[src/rtl/i2c_rx_frame_buffer_pkg.sv]
// Shared types and defaults for the I2C receive frame buffer.
package i2c_rx_pkg;

  typedef enum logic [1:0] {
    IDLE    = 2'd0,
    CAPTURE = 2'd1,
    DONE    = 2'd2,
    ERROR   = 2'd3
  } state_e;

  localparam int DEFAULT_DEPTH = 32;
  localparam int DEFAULT_DW    = 8;

  // Width needed for a byte counter that reaches DEPTH without wrapping.
  function automatic int count_width(input int depth);
    return $clog2(depth) + 1;
  endfunction

endpackage

[src/rtl/i2c_rx_frame_buffer_mem.sv]
// Frame storage: one write port, one registered read port, storage not reset.
// A read and a write to the same entry in one cycle return the old contents.
module i2c_rx_mem #(
  parameter int DEPTH = 32,
  parameter int DW    = 8,
  parameter int AW    = $clog2(DEPTH)
) (
  input  logic          clk,
  input  logic          wr_en,
  input  logic [AW-1:0] wr_addr,
  input  logic [DW-1:0] wr_data,
  input  logic          rd_en,
  input  logic [AW-1:0] rd_addr,
  output logic [DW-1:0] rd_data
);

  logic [DW-1:0] mem [DEPTH];

  // Write the captured byte and register the read word (read-before-write).
  always_ff @(posedge clk) begin
    if (wr_en) mem[wr_addr] <= wr_data;
    if (rd_en) rd_data <= mem[rd_addr];
  end

endmodule

[src/rtl/i2c_rx_frame_buffer.sv]
// Captures one I2C read burst into a fixed-depth frame buffer with byte
// count, running XOR checksum, completion/error status and a host read port.
//
// state   | meaning
// IDLE    | waiting for start, strobes ignored
// CAPTURE | storing bytes, busy high
// DONE    | DEPTH bytes stored, extra strobes set overflow
// ERROR   | frame aborted by the master, counts frozen
module i2c_rx_frame_buffer
  import i2c_rx_pkg::*;
#(
  parameter int DEPTH = DEFAULT_DEPTH,
  parameter int DW    = DEFAULT_DW,
  parameter int AW    = $clog2(DEPTH)
) (
  input  logic          clk,
  input  logic          rst_n,
  input  logic          start,
  input  logic [DW-1:0] rx_byte,
  input  logic          rx_valid,
  input  logic          rx_abort,
  input  logic          rd_en,
  input  logic [AW-1:0] rd_addr,
  output logic [DW-1:0] rd_data,
  output logic          rd_valid,
  output logic          busy,
  output logic          frame_done,
  output logic          frame_err,
  output logic          overflow,
  output logic [AW:0]   byte_count,
  output logic [DW-1:0] checksum
);

  localparam int            CW       = count_width(DEPTH);
  localparam logic [CW-1:0] LAST_IDX = CW'(DEPTH - 1);

  state_e           state;
  logic [DEPTH-1:0] valid_q;
  logic             rd_hit_q;
  logic [DW-1:0]    mem_rd_data;
  logic             wr_en;

  // start wins over a same-cycle byte, so the byte never reaches storage.
  assign wr_en = (state == CAPTURE) && rx_valid && !start;

  i2c_rx_mem #(
    .DEPTH (DEPTH),
    .DW    (DW),
    .AW    (AW)
  ) u_mem (
    .clk     (clk),
    .wr_en   (wr_en),
    .wr_addr (byte_count[AW-1:0]),
    .wr_data (rx_byte),
    .rd_en   (rd_en),
    .rd_addr (rd_addr),
    .rd_data (mem_rd_data)
  );

  // Frame sequencing, counters, checksum and per-entry valid bits.
  always_ff @(posedge clk or negedge rst_n) begin
    if (!rst_n) begin
      state      <= IDLE;
      busy       <= 1'b0;
      frame_done <= 1'b0;
      frame_err  <= 1'b0;
      overflow   <= 1'b0;
      byte_count <= '0;
      checksum   <= '0;
      valid_q    <= '0;
    end else if (start) begin
      state      <= CAPTURE;
      busy       <= 1'b1;
      frame_done <= 1'b0;
      frame_err  <= 1'b0;
      overflow   <= 1'b0;
      byte_count <= '0;
      checksum   <= '0;
      valid_q    <= '0;
    end else begin
      case (state)
        CAPTURE: begin
          if (rx_valid) begin
            valid_q[byte_count[AW-1:0]] <= 1'b1;
            byte_count <= byte_count + (AW+1)'(1);
            checksum   <= checksum ^ rx_byte;
          end
          if (rx_abort) begin
            state     <= ERROR;
            busy      <= 1'b0;
            frame_err <= 1'b1;
          end else if (rx_valid && (byte_count == LAST_IDX)) begin
            state      <= DONE;
            busy       <= 1'b0;
            frame_done <= 1'b1;
          end
        end
        DONE: begin
          if (rx_valid) overflow <= 1'b1;
        end
        default: ;
      endcase
    end
  end

  // Read side: sample the valid bit with the request so the result is masked to
  // zero for entries not yet written (pre-write view on same-cycle collisions).
  always_ff @(posedge clk or negedge rst_n) begin
    if (!rst_n) begin
      rd_valid <= 1'b0;
      rd_hit_q <= 1'b0;
    end else begin
      rd_valid <= rd_en;
      rd_hit_q <= rd_en && valid_q[rd_addr];
    end
  end

  assign rd_data = rd_hit_q ? mem_rd_data : '0;

endmodule

[config.mk]
export PLATFORM = sky130hd
export DESIGN_NAME = i2c_rx_frame_buffer
export DESIGN_NICKNAME = d
export VERILOG_FILES = /design/src/rtl/i2c_rx_frame_buffer_pkg.sv /design/src/rtl/i2c_rx_frame_buffer_mem.sv /design/src/rtl/i2c_rx_frame_buffer.sv
export SDC_FILE = /design/constraint.sdc
export NUM_CORES = 1
export LEC_CHECK = 0
export CAP_MARGIN = 20
export CORE_MARGIN = 4
export CORE_UTILIZATION = 55
export DETAILED_ROUTE_END_ITERATION = 7
export PLACE_DENSITY = 0.73
export SETUP_SLACK_MARGIN = 0.05
export SYNTH_ARGS = -nofsm -noshare
export SYNTH_HDL_FRONTEND = slang
export SYNTH_SLANG_ARGS = --single-unit
[constraint.sdc]
create_clock -name clk -period 2.52 [get_ports clk]
set_input_delay 0.252 -clock clk [delete_from_list [all_inputs] [get_ports clk]]
set_output_delay 0.252 -clock clk [all_outputs]
set_load 0.01 [all_outputs]
==> results by group <==
Yosys
  – Synth Instances: 624
  – Top-area cell type share of the netlist area: 0.6320
  – Syn nets: about 650
  – Syn Area/Cell: 20.10 sq um
  – #FFs+latches synth: 318
  – Post-synth top cells: edfxtp_1 (264), mux4_2 (87), nor2_1 (58)
  – Synth area leader: edfxtp_1
  – Top cells by area in the synthesized netlist: edfxtp_1 (63%), mux4_2 (16%), dfrtp_1 (11%)
  – Synth Cell Area: 12540 sq um
  – Seq/Total Area, Yosys: 0.7397
  – Asr flop ratio synth: 0.1698
  – Count leader, synth: edfxtp_1
  – Post-synth EDFFs: between 200 and 300
  – Ys flop type: edfxtp_1
  – Distinct cells, synth: 34
  – Yosys warning count: 0

Clock network
  – Num CTS Buffers: 31
  – Setup bufs post-CTS: 0
  – Clock buffer depth: 3
  – Clock latency on the worst-skew pair: ~0.56 ns
  – H-tree depth: 1
  – Post-CTS sizing: 0
  – CTS Sinks: approximately 320
  – CTS clock-pin slew for the worst setup and hold paths: 0.06 ns
  – Root Buffer: clkbuf_16
  – TritonCTS clock tree: yes

STA
  – Setup violators final: 0
  – Crit path time final: 2.053 ns
  – Final hold vios: 0
  – Skew final: between 0.008 and 0.009 ns
  – Worst slew margin: 0.4025
  – Fin Setup TNS: 0 ns
  – Fmax: approximately 490 MHz
  – RSZ-0062 raised after global routing: false
  – Max Slew Vio Count: 0
  – Worst slew pin tran: between 0.8 and 0.9 ns
  – Period utilisation layout: 0.8145

Routing
  – Drt wl/cell: ~28 microns
  – Routed vias: approximately 6500
  – DRC Markers: 0
  – Final ANT Viol Nets: 0
  – Pre-Repair DR Iteration Count: 5
  – Iteration-0 DRC Markers: 727
  – Routed WL: roughly 29000 microns
  – Via/cell ratio: approximately 6.3

GRT
  – Remaining Overflow, GRT: 0
  – Largest net degree at the start of global routing: 50
  – GRT Total Usage: 0.2342
  – Vias in the first global route: slightly below 7000
  – Initial antenna violation count: 1
  – First-pass GRT wire length: 44350 microns

Floorplanning
  – Rows: 54
  – Die Footprint: between 20000 and 30000 sq um
  – Initial core utilization: 0.5661
  – Die X: 159.0 microns
  – CORE AREA: 22160 sq um
  – Chip Height: approximately 160 microns
  – I/O Pins: 46

Placement
  – Placer congestion estimate: 0.8053
  – DPL Wire Length: around 18000 microns
  – Placed Cells: 979
  – Placed Instance Area: 13750 sq um
  – Port bufs: 45

Hold path
  – Hold Crit Class: in2async

Layout
  – Fin area: 14760 sq um
  – Non-filler instance count after layout: between 1000 and 1500
  – # nets final: approximately 760
  – Share of layout cells above drive strength 1: 0.2814
  – ANT cells: 0
  – Area delta synth->final: 17.65%

Pwr
  – Lkg Pwr: about 5.1 nW
  – Maximum VDD drop: 667.2 uV
  – Total Power: between 10 and 15 mW
  – PD cells: about 740 nW/um^2

Status
  – Status: finished clean

Critical path
  – Worst Path Max Fanout: 8
  – Worst Path Required: 2.27 ns
  – Reg2Reg Depth: 3
  – CP endpoint kind: primary output
  – Critical Path Source Type: flop
  – Crit path DAT: between 1.5 and 2 ns
  – Setup CP Type: reg2out

Run
  – Maxcap violations: 0
==> sequential cells by signal, summed over array words and instances (netlist names) <==
| signal | flops |
|---|---|
| overflow | 1 |
| frame_err | 1 |
| checksum | 8 |
| frame_done | 1 |
| busy | 1 |
| u_mem.rd_data | 8 |
| rd_valid | 1 |
| state | 2 |
| rd_hit_q | 1 |
| u_mem.mem | 256 |
| valid_q | 32 |
| byte_count | 6 |
==> timing repair <==
action                                  in CTS  in global routing
endpoints found under the hold margin       39                  0
hold buffers                                 1                  0
endpoints found under the setup margin       0                  0
==> critical path: stages, from the launching register on <==
cell             delay (ns)
dfrtp_1                0.51
and2_1                 0.19
clkdlybuf4s50_1        0.55
==> cells by family (layout without fill, tap and decap cells) <==
family / count (synthesis) / count (layout) / share of synthesized area
muxes: 100 / 100 / 0.1677
and+or+nand+nor: 98 / 98 / 0.03391
DFF: 318 / 318 / 0.7397
xor gates and xnor gates: 13 / 13 / 0.009076
buffers and inverters: 43 / 176 / 0.01576
adders and majority gates: 4 / 4 / 0.003990
AOI/OAI and AO/OA: 48 / 48 / 0.02992
==> cells in the final DEF (no fill, tap or decap), types with 2 or more instances in the layout <==
cell             Yosys  layout
edfxtp_1           264     264
mux4_2              87      87
buf_4                6      61
nor2_1              58      58
dfrtp_1             54      54
clkdlybuf4s50_1      0      42
clkbuf_16            0      31
o2bb2ai_1           29      29
nand2_1             18      18
mux2_2              11      11
xor2_1              11      11
and2_1               9       9
clkinv_1             0       8
buf_12               0       7
inv_1                6       6
clkinv_2             0       6
o21ai_0              5       5
a21oi_1              5       5
clkbuf_1            20       5
ha_1                 4       4
bufinv_16            0       4
nand2b_1             3       3
or3_1                2       2
nand3b_1             2       2
nand3_1              2       2
mux2i_1              2       2
a211oi_1             2       2
nand4_1              2       2
xnor2_1              2       2
a31oi_1              2       2
clkinvlp_4           0       2
buf_2                5       2
==> final timing paths <==
kind	start	to	slack, ns
max in group asynchronous	rst_n	valid_q[14]	1.42
min in group clk	start	busy	0.35
setup reg to reg	u_mem.mem[31][3]	u_mem.rd_data[3]	0.53
setup / recovery	rd_hit_q	rd_data[1]	0.47
hold / removal	rst_n	checksum[7]	0.35
hold reg to reg	valid_q[29]	valid_q[29]	0.48
==> report_power, final <==
part | switching (mW) | total, mW | internal [mW] | leakage, nW
Clock | 1.92 | 4.58 | 2.66 | 0.487
Sequential | 0.0318 | 5.78 | 5.75 | 3.11
Combinational | 0.330 | 0.618 | 0.289 | 1.48
Total | 2.28 | 11.0 | 8.69 | 5.08
==> per-stage QoR <==
step	utilization	worst slack, ns	hold slack, ns
floorplan	-	0.3853	-0.04359
global placement	0.6204	0.1045	0.4088
detailed placement	0.6204	0.07541	0.4307
CTS	0.6660	0.4461	0.3270
global route	0.6660	0.4067	0.3914
finish	0.6660	0.4674	0.3484
==> layer usage <==
metal | wire, microns | global-route usage | part of all wire | vias up
li1 | - | - | - | 2734
met1 | 11140 | 0.3278 | 0.39 | 3409
met2 | 14900 | 0.3943 | 0.52 | 319
met3 | 2295 | 0.03805 | 0.079 | 42
met4 | 575 | 0.05759 | 0.020 | 0
met5 | 0 | 0 | 0 | -
==> layout make-up <==
| class | count | area, sq um |
|---|---|---|
| Clock inverter | 21 | 206.4 |
| Fill cell | 1433 | 7402 |
| Timing Repair Buffer | 113 | 1039 |
| Clock buffer | 36 | 794.5 |
| Sequential cell | 318 | 9279 |
| Inverter | 6 | 22.52 |
| Multi-Input combinational cell | 263 | 3068 |
| Tap cell | 280 | 350.3 |
Note: power is estimated with default switching activity, not from simulation.
==> edit (same settings) <==
The package constant `DEFAULT_DEPTH` goes from 32 to 64.
--- a/src/rtl/i2c_rx_frame_buffer_pkg.sv
+++ b/src/rtl/i2c_rx_frame_buffer_pkg.sv
@@ -8,7 +8,7 @@
     ERROR   = 2'd3
   } state_e;
 
-  localparam int DEFAULT_DEPTH = 32;
+  localparam int DEFAULT_DEPTH = 64;
   localparam int DEFAULT_DW    = 8;
 
   // Width needed for a byte counter that reaches DEPTH without wrapping.
Ports: changed (resized byte_count and rd_addr); port bits go from 46 to 48. No check against the original RTL was run, so the function may have changed too.
==> edit against the unedited design <==
Area after synthesis up 91%; cell count increased by 98%; total power is 85% higher; sequential cell count is 289 higher; setup slack got worse by 0.13 ns; critical path type unchanged; non-clock buffer count increased by 77; final area grew 88%; wire length up 96%.
==> edit: results <==
{
  "power.density_cell_area_mw_per_mm2": 730,
  "clock_area_frac": 0.0644,
  "detailedPlacementHpwl_um": 37500,
  "irDropWorstVdd_mv": 0.552,
  "detailedPlace.worstSlack_ns": -0.0326,
  "cell_count_post_placement": 1943,
  "route.met3.wl_um": 5020,
  "ff_latch_area_mm2": 0.0178,
  "synth-edff-count": 520,
  "grt_util_met2": 0.385,
  "count_of_sequential_standard_cells": 607,
  "cts-buffers-inserted": 58,
  "mappedNetlistNets": 1261,
  "layout.nets": 1440,
  "post_synthesis_cells": 1240,
  "cts_max_level": 2,
  "met1_usage": 0.367,
  "post_layout_nonfiller_instances": 2053,
  "ys_seq_area_frac": 0.744,
  "placed_area_mm2": 0.0260,
  "hold_path.class": "in -> reg",
  "synth.distinct_cells": 57,
  "met2WireLength_um": 27500,
  "highest-signal-layer": "met5",
  "layout.filler_cells": 2845,
  "tot_gr_track_use": 0.248,
  "clock_insertion_delay_worst_skew_ns": 0.60,
  "cellLeakagePower_nw": 9.93,
  "n_clock_buffer": 79,
  "top_regs": "u_mem.mem x512, valid_q x64",
  "final_wl_um": 56800,
  "grt_max_degree": 60,
  "grt_first_pass_wirelength_um": 85900,
  "cp_top_family": "buffers and inverters",
  "buffers_excl_clock": 190,
  "share_clk_of_total_power": 0.403,
  "nNonClkInverters": 7,
  "p_sw_frac": 0.209,
  "routed-via-count": 12900,
  "finClkSkew_ns": 0.0101,
  "cp.arrival_ns": 1.93,
  "outcome": "finished, final reports clean",
  "place_congestion": 0.924,
  "synth.top_cells.by_count": "520 x edfxtp_1, 133 x mux4_2, 102 x nor2_1",
  "async_flop_share": 0.143
}
-- edit: cell types whose count changed in the layout (fill, tap and decap cells not counted), moves of 29 or more --
cell and delta:
nand2_1 +29, mux4_2 +46, dfrtp_1 +33, edfxtp_1 +256
buf_4 +64, nor2_1 +44, a21o_1 +47
-- edit: final timing paths --
path	start	endpoint	slack, ns	depth (start not counted)
min in group asynchronous	rst_n	checksum[2]	0.21	2
hold reg to reg	valid_q[21]	valid_q[21]	0.48	1
setup / recovery	rd_hit_q	rd_data[7]	0.34	2
hold / removal	rx_byte[2]	u_mem.mem[45][2]	0.18	1
setup reg to reg	state[1]	u_mem.mem[18][5]	0.45	6
max in group asynchronous	rst_n	valid_q[53]	1.62	3
-- edit: kinds of logic after synthesis --
family | count (synthesis) | share of synthesized area
flops | 607 | 0.744
xor+xnor | 13 | 0.00476
simple gates | 210 | 0.0391
compound gates | 159 | 0.0482
buf+inv | 78 | 0.0169
mux | 172 | 0.147
fa+ha+maj | 1 | 0.000523
